### src/rtl/module_disp_scheduler.sv
// rtl/module_disp_scheduler.sv - multiplexed 7-segment scan controller with dead time and error glyph
// Optional blinking of the whole display on error: define ERROR_BLINK_EN.
module module_disp_scheduler #(
  parameter int N_DIGITS     = 4,
  parameter int REFRESH_DIV  = 27000,
  parameter int BLANK_CYCLES = 16,
  parameter int BLINK_TICKS  = 250
) (
  input  logic                        clk,
  input  logic                        rst_n,
  input  logic [4*N_DIGITS-1:0]       digits_i,
  input  logic [N_DIGITS-1:0]         digit_en_i,
  input  logic                        bit_error_i,
  output logic [6:0]                  seg_o,
  output logic [N_DIGITS-1:0]         an_o,
  output logic [$clog2(N_DIGITS)-1:0] digit_idx_o,
  output logic                        tick_o
);

  localparam int IW      = $clog2(N_DIGITS);
  localparam int CNT_MAX = (REFRESH_DIV > BLANK_CYCLES) ? REFRESH_DIV : BLANK_CYCLES;
  localparam int CW      = $clog2(CNT_MAX + 1);

  if (N_DIGITS < 2 || N_DIGITS > 8 || REFRESH_DIV < 2 || BLANK_CYCLES < 0 || BLINK_TICKS < 1)
  begin : g_bad_params
    $error("module_disp_scheduler: illegal parameter value");
  end

  typedef enum logic [1:0] {IDLE, SHOW, BLANK} state_t;

  state_t          state_q, state_d;
  logic [IW-1:0]   idx_q, idx_d, idx_next;
  logic [CW-1:0]   cnt_q, cnt_d;
  logic            tick_d;
  logic            load;
  logic [3:0]      nib_q, nib_d;
  logic            en_q, en_d;
  logic            err_q, err_d;
  logic            phase_d;
  logic [6:0]      seg_d;
  logic [N_DIGITS-1:0] an_d;

  function automatic logic [6:0] hex7(input logic [3:0] n);
    case (n)
      4'h0: hex7 = 7'b1000000;
      4'h1: hex7 = 7'b1111001;
      4'h2: hex7 = 7'b0100100;
      4'h3: hex7 = 7'b0110000;
      4'h4: hex7 = 7'b0011001;
      4'h5: hex7 = 7'b0010010;
      4'h6: hex7 = 7'b0000010;
      4'h7: hex7 = 7'b1111000;
      4'h8: hex7 = 7'b0000000;
      4'h9: hex7 = 7'b0010000;
      4'hA: hex7 = 7'b0001000;
      4'hB: hex7 = 7'b0000011;
      4'hC: hex7 = 7'b1000110;
      4'hD: hex7 = 7'b0100001;
      4'hE: hex7 = 7'b0000110;
      default: hex7 = 7'b0001110;
    endcase
  endfunction

  assign idx_next = (idx_q == IW'(N_DIGITS - 1)) ? '0 : idx_q + IW'(1);

  always_comb begin
    state_d = state_q;
    idx_d   = idx_q;
    cnt_d   = cnt_q + CW'(1);
    tick_d  = 1'b0;
    load    = 1'b0;
    case (state_q)
      IDLE: begin
        state_d = SHOW;
        idx_d   = '0;
        cnt_d   = '0;
        tick_d  = 1'b1;
        load    = 1'b1;
      end
      SHOW: begin
        if (cnt_q == CW'(REFRESH_DIV - 1)) begin
          cnt_d = '0;
          if (BLANK_CYCLES == 0) begin
            idx_d  = idx_next;
            tick_d = 1'b1;
            load   = 1'b1;
          end else begin
            state_d = BLANK;
          end
        end
      end
      BLANK: begin
        if (cnt_q == CW'(BLANK_CYCLES - 1)) begin
          state_d = SHOW;
          idx_d   = idx_next;
          cnt_d   = '0;
          tick_d  = 1'b1;
          load    = 1'b1;
        end
      end
      default: begin
        state_d = IDLE;
        cnt_d   = '0;
      end
    endcase
  end

  // Slot registers capture the inputs only on SHOW entry; the view below is what the slot will hold.
  assign nib_d = load ? digits_i[4*idx_d +: 4] : nib_q;
  assign en_d  = load ? digit_en_i[idx_d]      : en_q;
  assign err_d = load ? bit_error_i            : err_q;

`ifdef ERROR_BLINK_EN
  localparam int BW = $clog2(BLINK_TICKS + 1);
  logic          phase_q;
  logic [BW-1:0] bcnt_q, bcnt_d;

  always_comb begin
    phase_d = phase_q;
    bcnt_d  = bcnt_q;
    if (load) begin
      if (!bit_error_i) begin
        phase_d = 1'b1;
        bcnt_d  = '0;
      end else if (bcnt_q == BW'(BLINK_TICKS - 1)) begin
        phase_d = ~phase_q;
        bcnt_d  = '0;
      end else begin
        bcnt_d  = bcnt_q + BW'(1);
      end
    end
  end

  always_ff @(posedge clk) begin
    if (!rst_n) begin
      phase_q <= 1'b1;
      bcnt_q  <= '0;
    end else begin
      phase_q <= phase_d;
      bcnt_q  <= bcnt_d;
    end
  end
`else
  assign phase_d = 1'b1;
`endif

  always_comb begin
    seg_d = 7'h7F;
    an_d  = '1;
    if (state_d == SHOW) begin
      seg_d = hex7(nib_d);
      if (en_d) an_d[idx_d] = 1'b0;
      if (idx_d == IW'(N_DIGITS - 1) && err_d) begin
        seg_d       = 7'b0000110;
        an_d[idx_d] = 1'b0;
      end
      if (!phase_d) an_d = '1;
    end
  end

  always_ff @(posedge clk) begin
    if (!rst_n) begin
      state_q <= IDLE;
      idx_q   <= '0;
      cnt_q   <= '0;
      tick_o  <= 1'b0;
      seg_o   <= 7'h7F;
      an_o    <= '1;
      nib_q   <= '0;
      en_q    <= 1'b0;
      err_q   <= 1'b0;
    end else begin
      state_q <= state_d;
      idx_q   <= idx_d;
      cnt_q   <= cnt_d;
      tick_o  <= tick_d;
      seg_o   <= seg_d;
      an_o    <= an_d;
      nib_q   <= nib_d;
      en_q    <= en_d;
      err_q   <= err_d;
    end
  end

  assign digit_idx_o = idx_q;

endmodule

### config.mk
export PLATFORM = sky130hd
export DESIGN_NAME = module_disp_scheduler
export DESIGN_NICKNAME = d
export VERILOG_FILES = /design/src/rtl/module_disp_scheduler.sv
export SDC_FILE = /design/constraint.sdc
export NUM_CORES = 1
export LEC_CHECK = 0
export BUFFER_PORTS_ARGS = -buffer_cell sky130_fd_sc_hd__buf_4
export CORE_MARGIN = 4
export CORE_UTILIZATION = 25
export DETAILED_ROUTE_END_ITERATION = 7
export GPL_ROUTABILITY_DRIVEN = 0
export SLEW_MARGIN = 20
export SYNTH_ARGS = -nofsm -noshare
export SYNTH_HDL_FRONTEND = slang
export SYNTH_SLANG_ARGS = --single-unit
### constraint.sdc
create_clock -name clk -period 3.1 [get_ports clk]
set_input_delay 0.62 -clock clk [delete_from_list [all_inputs] [get_ports clk]]
set_output_delay 0.62 -clock clk [all_outputs]
set_load 0.02 [all_outputs]
# After elaboration in Yosys (flattened, before gate mapping)
# Memory sizes are Yosys's and may differ from the RTL's.
# Cells that the tools add are included.
[totals] regBits=37 rom_bits=112 inputBits=23 output_inout_bits=14 n_memories=1
[classes] n_addsub=2 n_lt_le_gt_ge=2 eq_ne=7 n_shift=1 muxes=22 n_bitwise=4 reduce_logical=5
[memory_table] name="(name not given)" depth=16 width=7 rd=1 rd_clocked_by_memory_dff=0 write_ports=0 line="44" rtl="case (n)"
[ops] operator="15-bit 2-to-1 mux" count=2
[ops] operator="15-bit case mux with 2 select lines" count=1
[ops] operator="4-bit 2-to-1 mux" count=4
[ops] operator="16-bit by 5-bit variable part select with 4-bit output" count=1
[ops] operator="15-bit by 1-bit adder with 15-bit output, second input constant" count=1
[ops] operator="15-bit == test, second input constant" count=1
[ops] operator="15-bit by 4-bit == test with 1-bit output, second input constant" count=1
[ops] operator="2-bit 2-to-1 mux" count=4
[ops] operator="7-bit 2-to-1 mux" count=1
[ops] operator="2-bit == test, second input constant" count=3
[ops] operator="2-bit case mux with 3 select lines" count=1
[ops] operator="1-bit 2-to-1 mux" count=5
[ops] operator="4-bit AND" count=1
[ops] operator="2-bit by 1-bit == test with 1-bit output, second input constant" count=2
[ops] operator="4-bit NOT" count=1
[ops] operator="2-bit case mux with 2 select lines" count=1
[ops] operator="2-bit by 3-bit < comparator with 1-bit output, second input constant" count=1
[ops] operator="3-bit OR reduction" count=1
[ops] operator="2-bit by 1-bit adder with 2-bit output, second input constant" count=1
[ops] operator="1-bit binary-select mux with 2-bit select" count=1
[ops] operator="1-bit demux with 2-bit select" count=1
[ops] operator="2-bit by 1-bit >= comparator with 1-bit output, second input constant" count=1
[ops] operator="1-bit logical AND" count=2
[ops] operator="2-bit logical NOT" count=1
[ops] operator="3 further kinds" count=4

# Logic depth before layout (Yosys ltp)
# Gate-level depths: netlist (run 1).
[depth] ltp_word=13 mapped_depth=14 depth_no_buf=14

# Worst setup path after synthesis (run 1)
# Ideal clock, no wire load.
[synth_timing] path_type="reg2reg" startpoint="reg idx_q[0], in the netlist digit_idx_o[0]" endpoint="reg seg_o[3]" setup_time_ns=0.121 t_arrival_ns=3.092 required_ns=2.979 setup_slack_ns=-0.113 path_stages_with_launch=12 path_buffers=0 synth_period_minus_slack_ns=3.213 path_cell_list="dfxtp_1 -> ha_1 -> or3_1 -> mux2i_1 -> a22oi_1 -> a31oi_1 -> inv_1 -> ha_1 -> inv_1 -> mux4_2 -> nand2_1 -> nand2_1"
[synth_between] elab_chain_cells=8 elab_cells_between_ends=11 classes_between="add/sub (1); eq/ne (2); shift (1); mux (5); reduce/logical (1); memory (1)"
[synth_lines] element="from (decl)" line="32" rtl="logic [IW-1:0] idx_q, idx_d, idx_next;"
[synth_lines] element="from (signal assigned)" line="174" rtl="idx_q <= idx_d;"
[synth_lines] element="2-bit by 1-bit adder with 2-bit output or 2-bit == test (tied branches)" line="64" rtl="assign idx_next = (idx_q == IW'(N_DIGITS - 1)) ? '0 : idx_q + IW'(1);"
[synth_lines] element="2-bit 2-to-1 mux" line="64"
[synth_lines] element="2-bit 2-to-1 mux" line="93" rtl="if (cnt_q == CW'(BLANK_CYCLES - 1)) begin"
[synth_lines] element="2-bit case mux with 2 select lines (*)" line="72" rtl="case (state_q)"
[synth_lines] element="16-bit by 5-bit variable part select with 4-bit output (*)" line="109" rtl="assign nib_d = load ? digits_i[4*idx_d +: 4] : nib_q;"
[synth_lines] element="4-bit 2-to-1 mux (*)" line="109"
[synth_lines] element="via nib_d[0]" line="36" rtl="logic [3:0] nib_q, nib_d;"
[synth_lines] element="memory 16 x 7 bit (*)"
[synth_lines] element="7-bit 2-to-1 mux (*)" line="153" rtl="if (idx_d == IW'(N_DIGITS - 1) && err_d) begin"
[synth_lines] element="to (signal assigned)" line="177" rtl="seg_o <= seg_d;"
[synth_lines] element="to (decl)" line="14" rtl="output logic [6:0] seg_o,"
# Mark *: on every way through the listed nets, which the timed path passes. The rest lies on a longest branch.
# A chain may end at the register's enable or synchronous reset.

# Worst setup path in the final report (run 1)
[layout_timing] startpoint="reg state_q[0]" endpoint="reg seg_o[3]"
[layout_between] elab_chain_cells=6 elab_cells_between_ends=17 classes_between="eq/ne (4); shift (1); mux (8); reduce/logical (3); memory (1)"
[layout_lines] element="from (decl)" line="31" rtl="state_t state_q, state_d;"
[layout_lines] element="from (signal assigned)" line="173" rtl="state_q <= state_d;"
[layout_lines] element="2-bit == test or 2-bit logical NOT (tied branches)" line="72"
[layout_lines] element="2-bit case mux with 2 select lines" line="72"
[layout_lines] element="16-bit by 5-bit variable part select with 4-bit output" line="109"
[layout_lines] element="4-bit 2-to-1 mux" line="109"
[layout_lines] element="memory 16 x 7 bit"
[layout_lines] element="7-bit 2-to-1 mux" line="153"
# Parallel ways exist; a longest one is shown, timed or not.

==> flow_metrics.tcl, run 1 <==
set metrics [dict create \
    status "finished, final reports clean" \
    min_period_ns 2.94 \
    ys_async_sr_fraction_pct 0 \
    grt_max_degree 16 \
    routedWlPerCell_um 12.4 \
    cts_tree "done" \
    cts_hold_buf 0 \
    whs_path_depth 1 \
    slowest_stage "mux4_2" \
    ios 37 \
    vdd_drop_max_mv 0.165 \
    drt_iter0_markers 90 \
    die_y_um 97.2 \
    gr-total-overflow 0 \
    worstReg2RegEnd "seg_o[3]" \
    ys_ff_latch 37 \
    drive_gt1_share_pct 30.7 \
    synthCells 217 \
    fp-row-count 32 \
    reg2reg_slack_ns 0.16 \
    synth.largest_area_cell "dfxtp_1" \
    dp.cells 364 \
    r2r-start "state_q[0]" \
    syn-num-nets 253 \
    synth_edf_count 0 \
    min_path_type "reg -> reg" \
    synth_ff_type "dfxtp_1" \
    area_delta_synth_final_pct 34.0 \
    io_buffers 36 \
    clkTransAtPathRegs_ns 0.08 \
    drv_cap 0 \
    start_util_pct 25.7 \
    grt_first_pass_wirelength_mm 7.78 \
    worstMarginPinSlew_ns 0.588 \
    ant_nets 0 \
    grt_antenna_before_repair 0 \
    htreeDepth 2 \
    stdcell_area_um2 2670 \
    final_cells 379 \
    placed_area_um2 2480 \
    crit_type "reg -> reg" \
    drt-total-wl_mm 4.71 \
    seq_area_frac_synth_pct 37.2 \
    seqCellArea_um2 741 \
    power_density_nw_per_um2 395 \
    fmax_ghz 0.340 \
    p_leak_nw 1.10 \
    cts_sinks 37 \
    die_x_um 97.2 \
    path_max_fanout 7 \
    dr.pass1.iters 4 \
    hold_violations 0 \
    synthesis.area_um2 1990 \
    syn_avg_cell_area_um2 9.17 \
    diodes 0 \
    rsz0062_at_grt "no" \
    clock_latency_ns 0.29 \
    hpwl_mm 3.52 \
    first_global_vias 1641 \
    cts_root_buffer "clkbuf_8" \
    arrival_ns 3.12 \
    synth.area.top_cells "dfxtp_1, ha_1, nor2_1" \
    period_share_pct 94.9 \
    clock_skew_ns 0.0125 \
    worstSetupEndpointType "register" \
    vias 1723 \
    multi_input_area_um2 1250 \
    fin_setup_tns_ns 0 \
    yosysUniqueCellTypes 48 \
    core-area_um2 7730 \
    synth_top_area_share_pct 37.2 \
    clk_path_buf_depth 2 \
    path_cells "inv_1 -> ha_1 -> nor4b_4 -> nand4_4 -> mux2_4 -> a22oi_2 -> nand3_2 -> o21a_1 -> buf_4 -> ha_1 -> mux4_2 -> nand2_1 -> nand2_1" \
    hp-start "cnt_q[0]" \
    viasPerCell 4.55 \
    drc 0 \
    fillers 806 \
    final_nets 312 \
    critPathMaxStageDelay_ns 0.44 \
    min_to "cnt_q[0]" \
    cts_inserted_buffers 5 \
    die_area_um2 9450 \
    reg2reg_depth 13 \
    grt_usage_pct 9.93 \
    final-setup-viol-count 0 \
    slew_viol_final 0 \
    relSlewSlack_pct 60.7 \
    ys.warnings.count 0 \
    required_ns 3.28 \
    crit_path_start_kind "register" \
]
Yosys cell counts, types with 2 or more instances:
| cell | n |
|---|---|
| o21ai_0 | 3 |
| a22oi_1 | 8 |
| and2_1 | 5 |
| nand4_1 | 3 |
| dfxtp_1 | 37 |
| nand3_1 | 13 |
| nor3_1 | 2 |
| a31oi_1 | 3 |
| inv_1 | 10 |
| clkbuf_1 | 2 |
| xor2_1 | 7 |
| o311ai_0 | 2 |
| and3_1 | 5 |
| o21ai_1 | 2 |
| ha_1 | 13 |
| nand3b_1 | 3 |
| nand2_1 | 15 |
| nor4_4 | 2 |
| o21a_1 | 3 |
| buf_2 | 2 |
| mux2_2 | 2 |
| nor2_1 | 33 |
| xnor2_1 | 7 |
| a21oi_1 | 5 |
| nand2b_1 | 2 |
| mux2i_1 | 6 |
worst max path at each step:
| stage | from | end | slack, ns | depth (start not counted) |
|---|---|---|---|---|
| 6_report | state_q[0] | seg_o[3] | 0.16 | 13 |
| 5_1_grt | state_q[0] | seg_o[3] | 0.001 | 13 |
| 3_5_place_dp | state_q[0] | seg_o[3] | 0.09 | 13 |
| 2_1_floorplan | state_q[0] | seg_o[3] | 0.008 | 13 |
| 4_1_cts | state_q[0] | seg_o[3] | 0.07 | 13 |
| 3_3_place_gp | state_q[0] | seg_o[3] | 0.19 | 13 |
worst max-delay path: cells and delay by family, from the launching register on:
family / cells / cell delay [ns]
mux: 2 / 0.85
simple gates: 5 / 0.70
fa+ha+maj: 2 / 0.35
flops: 1 / 0.34
compound gates: 2 / 0.34
buf+inv: 2 / 0.24
logic make-up (layout without fill, tap and decap cells):
family                     Yosys count  after routing  synth area share [%]
AOI/OAI and AO/OA                   36             36                  14.2
xor gates and xnor gates            14             14                  6.16
adders and majority gates           13             13                  8.18
buffers and inverters               14             74                  2.77
DFF                                 37             37                  37.2
muxes                               10             10                  6.04
and+or+nand+nor                     93             93                  25.5
timing repair:
action,4_1_cts,5_1_grt
setup buffers,0,7
setup endpoints to repair,0,2
resized for setup,0,8
layout make-up:
type,instances,area share [%]
Timing Repair Buffer,56,15.8
Sequential cell,37,27.8
Inverter,10,1.41
Clock inverter,3,0.657
Clock buffer,5,2.58
Multi-Input combinational cell,166,47.0
Tap cell,102,4.79
routing by layer:
metal	vias up	share of wire [%]	track usage, %
met5	-	0	0
met4	0	1.1	2.92
met3	8	8.2	3.80
met2	58	46	16.1
met1	771	45	12.2
li1	886	-	-
through the flow:
stage / hold WS [ns] / utilization, % / setup WS (ns) / total power, mW
global route: 0.525 / 34.5 / 0.00134 / 1.11
floorplan: 0.430 / - / 0.00823 / 0.641
detailed placement: 0.455 / 32.1 / 0.0875 / 0.718
finish: 0.467 / 34.5 / 0.158 / 1.05
global placement: 0.443 / 32.1 / 0.187 / 0.719
CTS: 0.473 / 33.2 / 0.0706 / 1.06
layout by cell type (no fill, tap or decap), types with 2 or more instances in the layout:
cell type,count
a21oi_1,5
nand4_1,3
nor4_4,2
o21ai_0,3
inv_1,10
xnor2_1,7
nand3b_1,3
nand3_1,12
xor2_1,7
clkinv_2,2
a22oi_2,2
buf_4,56
nor2_1,33
dfxtp_1,37
nand2b_1,2
mux2i_1,3
o21a_1,3
clkbuf_8,5
nor3_1,2
and2_1,5
and3_1,5
mux2_2,2
nand2_1,15
a31oi_1,2
a22oi_1,6
o311ai_0,2
ha_1,13
o21ai_1,2
mux2i_4,2
state kept, by name (all words and copies together), names as in the netlist:
register     count
an_o             4
cnt_q           15
digit_idx_o      2
en_q             1
err_q            1
nib_q            4
seg_o            7
state_q          2
tick_o           1
report_power, final:
group	switching, mW	total (mW)	internal [mW]
logic	0.108	0.213	0.105
registers	0.00706	0.505	0.498
clock network	0.179	0.334	0.155
Power figures use the tool's default switching activity.
==> run 2, diff against run 1 <==
==> constraint.sdc (replaced) <==
create_clock -name clk -period 2.95 [get_ports clk]
set_input_delay 0.59 -clock clk [delete_from_list [all_inputs] [get_ports clk]]
set_output_delay 0.59 -clock clk [all_outputs]
set_load 0.02 [all_outputs]
==> flow_metrics.tcl, run 2 (synthesis results as in run 1) <==
set metrics [dict create \
    power.total_mw 1.11 \
    crit_type "reg -> reg" \
    diodes 0 \
    start_util_pct 25.7 \
    cts_inserted_buffers 5 \
    crit_path_start_kind "register" \
    ant_nets 0 \
    core-area_um2 7730 \
    hold_ws_ns 0.517 \
    reg2reg_depth 14 \
    stdcell_area_um2 2780 \
    grt_max_degree 16 \
    placed_area_um2 2610 \
    cts_sinks 37 \
    path_cells "inv_2 -> ha_4 -> nor4b_4 -> nand4_4 -> mux2_4 -> a22oi_2 -> nand3_2 -> o21a_2 -> inv_2 -> ha_4 -> inv_1 -> mux4_2 -> nand2_1 -> nand2_1" \
    io_buffers 36 \
    worstReg2RegEnd "seg_o[3]" \
    seqCellArea_um2 746 \
    layout_common_cells "buf_4, nor2_1, dfxtp_1" \
    drive_gt1_share_pct 36.7 \
    cts_root_buffer "clkbuf_8" \
    clk_path_buf_depth 2 \
    cp-startpoint "state_q[0]" \
    fp-row-count 32 \
    top_regs "cnt_q (15), seg_o (7)" \
    fin_setup_tns_ns 0 \
    status "finished, final reports clean" \
    drt-total-wl_mm 4.96 \
    drt_iter0_markers 54 \
    arrival_ns 2.96 \
    multi_input_area_um2 1300 \
    worst-path-buf-inv 3 \
    clock_latency_ns 0.29 \
    grt_antenna_before_repair 0 \
    grt_usage_pct 10.5 \
    drc 0 \
    vias 1770 \
    layout_commonest_cell "buf_4" \
    cts_tree "done" \
    cpLargestDelayFamily "multiplexers" \
    critPathMaxStageDelay_ns 0.43 \
    drv_cap 0 \
    period_share_pct 94.4 \
    die_y_um 97.2 \
    final-setup-viol-count 0 \
    fillers 749 \
    htreeDepth 2 \
    min_period_ns 2.78 \
    ios 37 \
    final_nets 321 \
    cp.depth 14 \
    worstSetupEndpointType "register" \
    routedWlPerCell_um 12.8 \
    dr.pass1.iters 4 \
    slew_viol_final 0 \
    relSlewSlack_pct 61.5 \
    worstMarginPinSlew_ns 0.577 \
    required_ns 3.13 \
    die_x_um 97.2 \
    hold_violations 0 \
    fmax_ghz 0.359 \
    min_path_type "reg -> reg" \
    area_delta_synth_final_pct 39.9 \
    vdd_drop_max_mv 0.166 \
    r2r-start "state_q[0]" \
    endpoint "seg_o[3]" \
    largest_reg_flops 15 \
    die_area_um2 9450 \
    first_global_vias 1739 \
    path_max_fanout 6 \
    viasPerCell 4.56 \
    top_register "cnt_q" \
    grt_first_pass_wirelength_mm 8.28 \
    p_leak_nw 1.15 \
    clkTransAtPathRegs_ns 0.08 \
    clock_skew_ns 0.00751 \
    hpwl_mm 3.86 \
    slowest_stage "mux4_2" \
    gr-total-overflow 0 \
    power_density_nw_per_um2 400 \
    reg2reg_slack_ns 0.17 \
]
run 2: power by group:
| group | total, mW | internal, mW | switching (mW) |
|---|---|---|---|
| clock network | 0.347 | 0.164 | 0.183 |
| logic | 0.236 | 0.116 | 0.120 |
| registers | 0.530 | 0.523 | 0.00676 |
run 2: worst min-delay path by stage:
| stage | startpoint | to | cells past startpoint |
|---|---|---|---|
| after floorplan | cnt_q[0] | cnt_q[0] | 1 |
| after global routing | rst_n | err_q | 2 |
| after global placement | digit_idx_o[1] | digit_idx_o[1] | 2 |
| after CTS | digit_idx_o[1] | digit_idx_o[1] | 2 |
| final | digit_idx_o[1] | digit_idx_o[1] | 2 |
| after detailed placement | digit_idx_o[1] | digit_idx_o[1] | 2 |
run 2: cell type report:
class,instances,area share [%]
Multi-Input combinational cell,166,46.8
Timing Repair Buffer,65,17.5
Clock buffer,6,2.61
Tap cell,102,4.58
Inverter,10,1.35
Sequential cell,37,26.8
Clock inverter,2,0.360
run 2: layer usage:
metal	global-route usage (%)	routed length, µm
met1	13.2	2250
met4	2.27	14
met2	17.4	2380
met5	0	0
met3	3.73	314
run 2: what timing repair did:
item | CTS | global route
hold buffers | 0 | 0
resized for setup | 0 | 14
setup buffers | 1 | 4
pin swaps | 0 | 6
gates cloned | 0 | 0
endpoints found under the setup margin | 1 | 4
run 2: worst reg2reg max path: cells and delay by family (launching register included):
kind / cells / cell delay (ns)
flops: 1 / 0.32
compound gates: 2 / 0.37
mux: 2 / 0.85
fa+ha+maj: 2 / 0.26
simple gates: 5 / 0.69
buf+inv: 3 / 0.20
run 2: metrics by stage:
step / setup WS [ns] / util [%] / std cells
CTS: 0.0134 / 34.9 / 384
global route: -0.0196 / 36.0 / 388
floorplan: 0.0362 / - / 217
detailed placement: 0.00902 / 33.7 / 375
global placement: 0.0498 / 33.7 / 375
finish: 0.165 / 36.0 / 388
==> run 3, diff against run 2 <==
--- a/config.mk
+++ b/config.mk
@@ -10,6 +10,7 @@
 export CORE_UTILIZATION = 25
 export DETAILED_ROUTE_END_ITERATION = 7
 export GPL_ROUTABILITY_DRIVEN = 0
+export SETUP_SLACK_MARGIN = 0.2
 export SLEW_MARGIN = 20
 export SYNTH_ARGS = -nofsm -noshare
 export SYNTH_HDL_FRONTEND = slang
==> flow_metrics.tcl, run 3 (synthesis results as in run 1) <==
set metrics [dict create \
    crit_path_start_kind "register" \
    power.total_mw 1.13 \
    worstMarginPinSlew_ns 0.572 \
    hp-start "digit_idx_o[1]" \
    p_leak_nw 1.16 \
    worstSetupEndpointType "register" \
    cts_root_buffer "clkbuf_8" \
    die_area_um2 9450 \
    fmax_ghz 0.361 \
    drt-total-wl_mm 4.87 \
    reg2reg_depth 13 \
    htreeDepth 2 \
    grt_antenna_before_repair 0 \
    cts_tree "done" \
    min_period_ns 2.77 \
    min_to "digit_idx_o[1]" \
    worstReg2RegEnd "seg_o[3]" \
    layout_common_cells "buf_4, nor2_1, dfxtp_1" \
    top_register "cnt_q" \
    period_share_pct 94.0 \
    vdd_drop_max_mv 0.152 \
    largest_reg_flops 15 \
    grt_usage_pct 10.5 \
    clock_latency_ns 0.29 \
    min_path_type "reg -> reg" \
    die_y_um 97.2 \
    seqCellArea_um2 749 \
    stdcell_area_um2 2860 \
    vias 1756 \
    grt_first_pass_wirelength_mm 8.32 \
    start_util_pct 25.7 \
    final-setup-viol-count 0 \
    die_x_um 97.2 \
    grt_max_degree 16 \
    area_delta_synth_final_pct 43.6 \
    path_max_fanout 6 \
    whs_path_depth 2 \
    arrival_ns 2.95 \
    cts_inserted_buffers 5 \
    r2r-start "state_q[0]" \
    slew_viol_final 0 \
    utilization_pct 37.0 \
    fp-row-count 32 \
    clock_skew_ns 0.00876 \
    core-area_um2 7730 \
    dp.cells 372 \
    final_cells 390 \
    fin_setup_tns_ns 0 \
    io_buffers 36 \
    ant_nets 0 \
    final_nets 323 \
    drc 0 \
    placed_area_um2 2620 \
    routedWlPerCell_um 12.5 \
    crit_type "reg -> reg" \
    reg2reg_slack_ns 0.18 \
    diodes 0 \
    clkTransAtPathRegs_ns 0.08 \
    dr.pass1.iters 4 \
    drt_iter0_markers 51 \
    clk_path_buf_depth 2 \
    drive_gt1_share_pct 41.3 \
    place_ws_ns -0.0418 \
    hold_violations 0 \
    top_regs "cnt_q (15), seg_o (7)" \
    first_global_vias 1769 \
    gr-total-overflow 0 \
    ios 37 \
    hpwl_mm 3.67 \
    drv_cap 0 \
    finalWorstSetupSlack_ns 0.178 \
    hold_ws_ns 0.515 \
    layout_commonest_cell "buf_4" \
    multi_input_area_um2 1350 \
    status "finished, final reports clean" \
    viasPerCell 4.50 \
    relSlewSlack_pct 61.7 \
    required_ns 3.13 \
    cts_sinks 37 \
    fillers 793 \
    power_density_nw_per_um2 396 \
    cts_hold_buf 0 \
    rsz0062_at_grt "yes" \
]
==> run 3: per-layer routing <==
metal / wire (µm) / GRT usage, % / share of wire [%]
met3: 294 / 3.45 / 6.0
met5: 0 / 0 / 0
met2: 2320 / 18.4 / 48
met1: 2200 / 12.4 / 45
met4: 45 / 2.59 / 0.92
==> run 3: worst max-delay path by stage <==
stage / start / end / cells after the start
final: state_q[0] / seg_o[3] / 13
after global routing: state_q[0] / seg_o[3] / 13
after CTS: state_q[0] / seg_o[3] / 13
after detailed placement: state_q[0] / seg_o[3] / 14
after global placement: state_q[0] / seg_o[3] / 14
after floorplan: cnt_q[0] / seg_o[3] / 14
==> run 3: layout make-up <==
class                      instances  area share (%)
inverter                          10            1.31
clock inverter                     3           0.613
sequential                        37            26.2
timing repair buffer              67            17.9
clock buffer                       5            2.41
multi-input combinational        166            47.1
tap                              102            4.47
==> run 3: critical path, cell delays in order (launching register included) <==
cell and delay [ns]:
dfxtp_2 0.33, inv_2 0.07, ha_4 0.12, nor4b_4 0.24, nand4_4 0.26, mux2i_4 0.31, a22oi_2 0.14, a31oi_4 0.24
inv_2 0.10, ha_4 0.27, inv_2 0.02, mux4_2 0.43, nand2_1 0.07, nand2_1 0.05
==> run 3: power breakdown <==
part	switching [mW]	leakage (nW)	total [mW]	internal, mW
sequential	0.00687	0.305	0.529	0.522
clock	0.191	0.0439	0.354	0.163
combinational	0.121	0.809	0.248	0.127
total	0.319	1.16	1.13	0.812
==> run 3: what timing repair did <==
| action | CTS | global route |
|---|---|---|
| setup buffers | 7 | 3 |
| setup endpoints to repair | 5 | 19 |
| gates resized for setup | 9 | 12 |
| pin swaps | 6 | 5 |
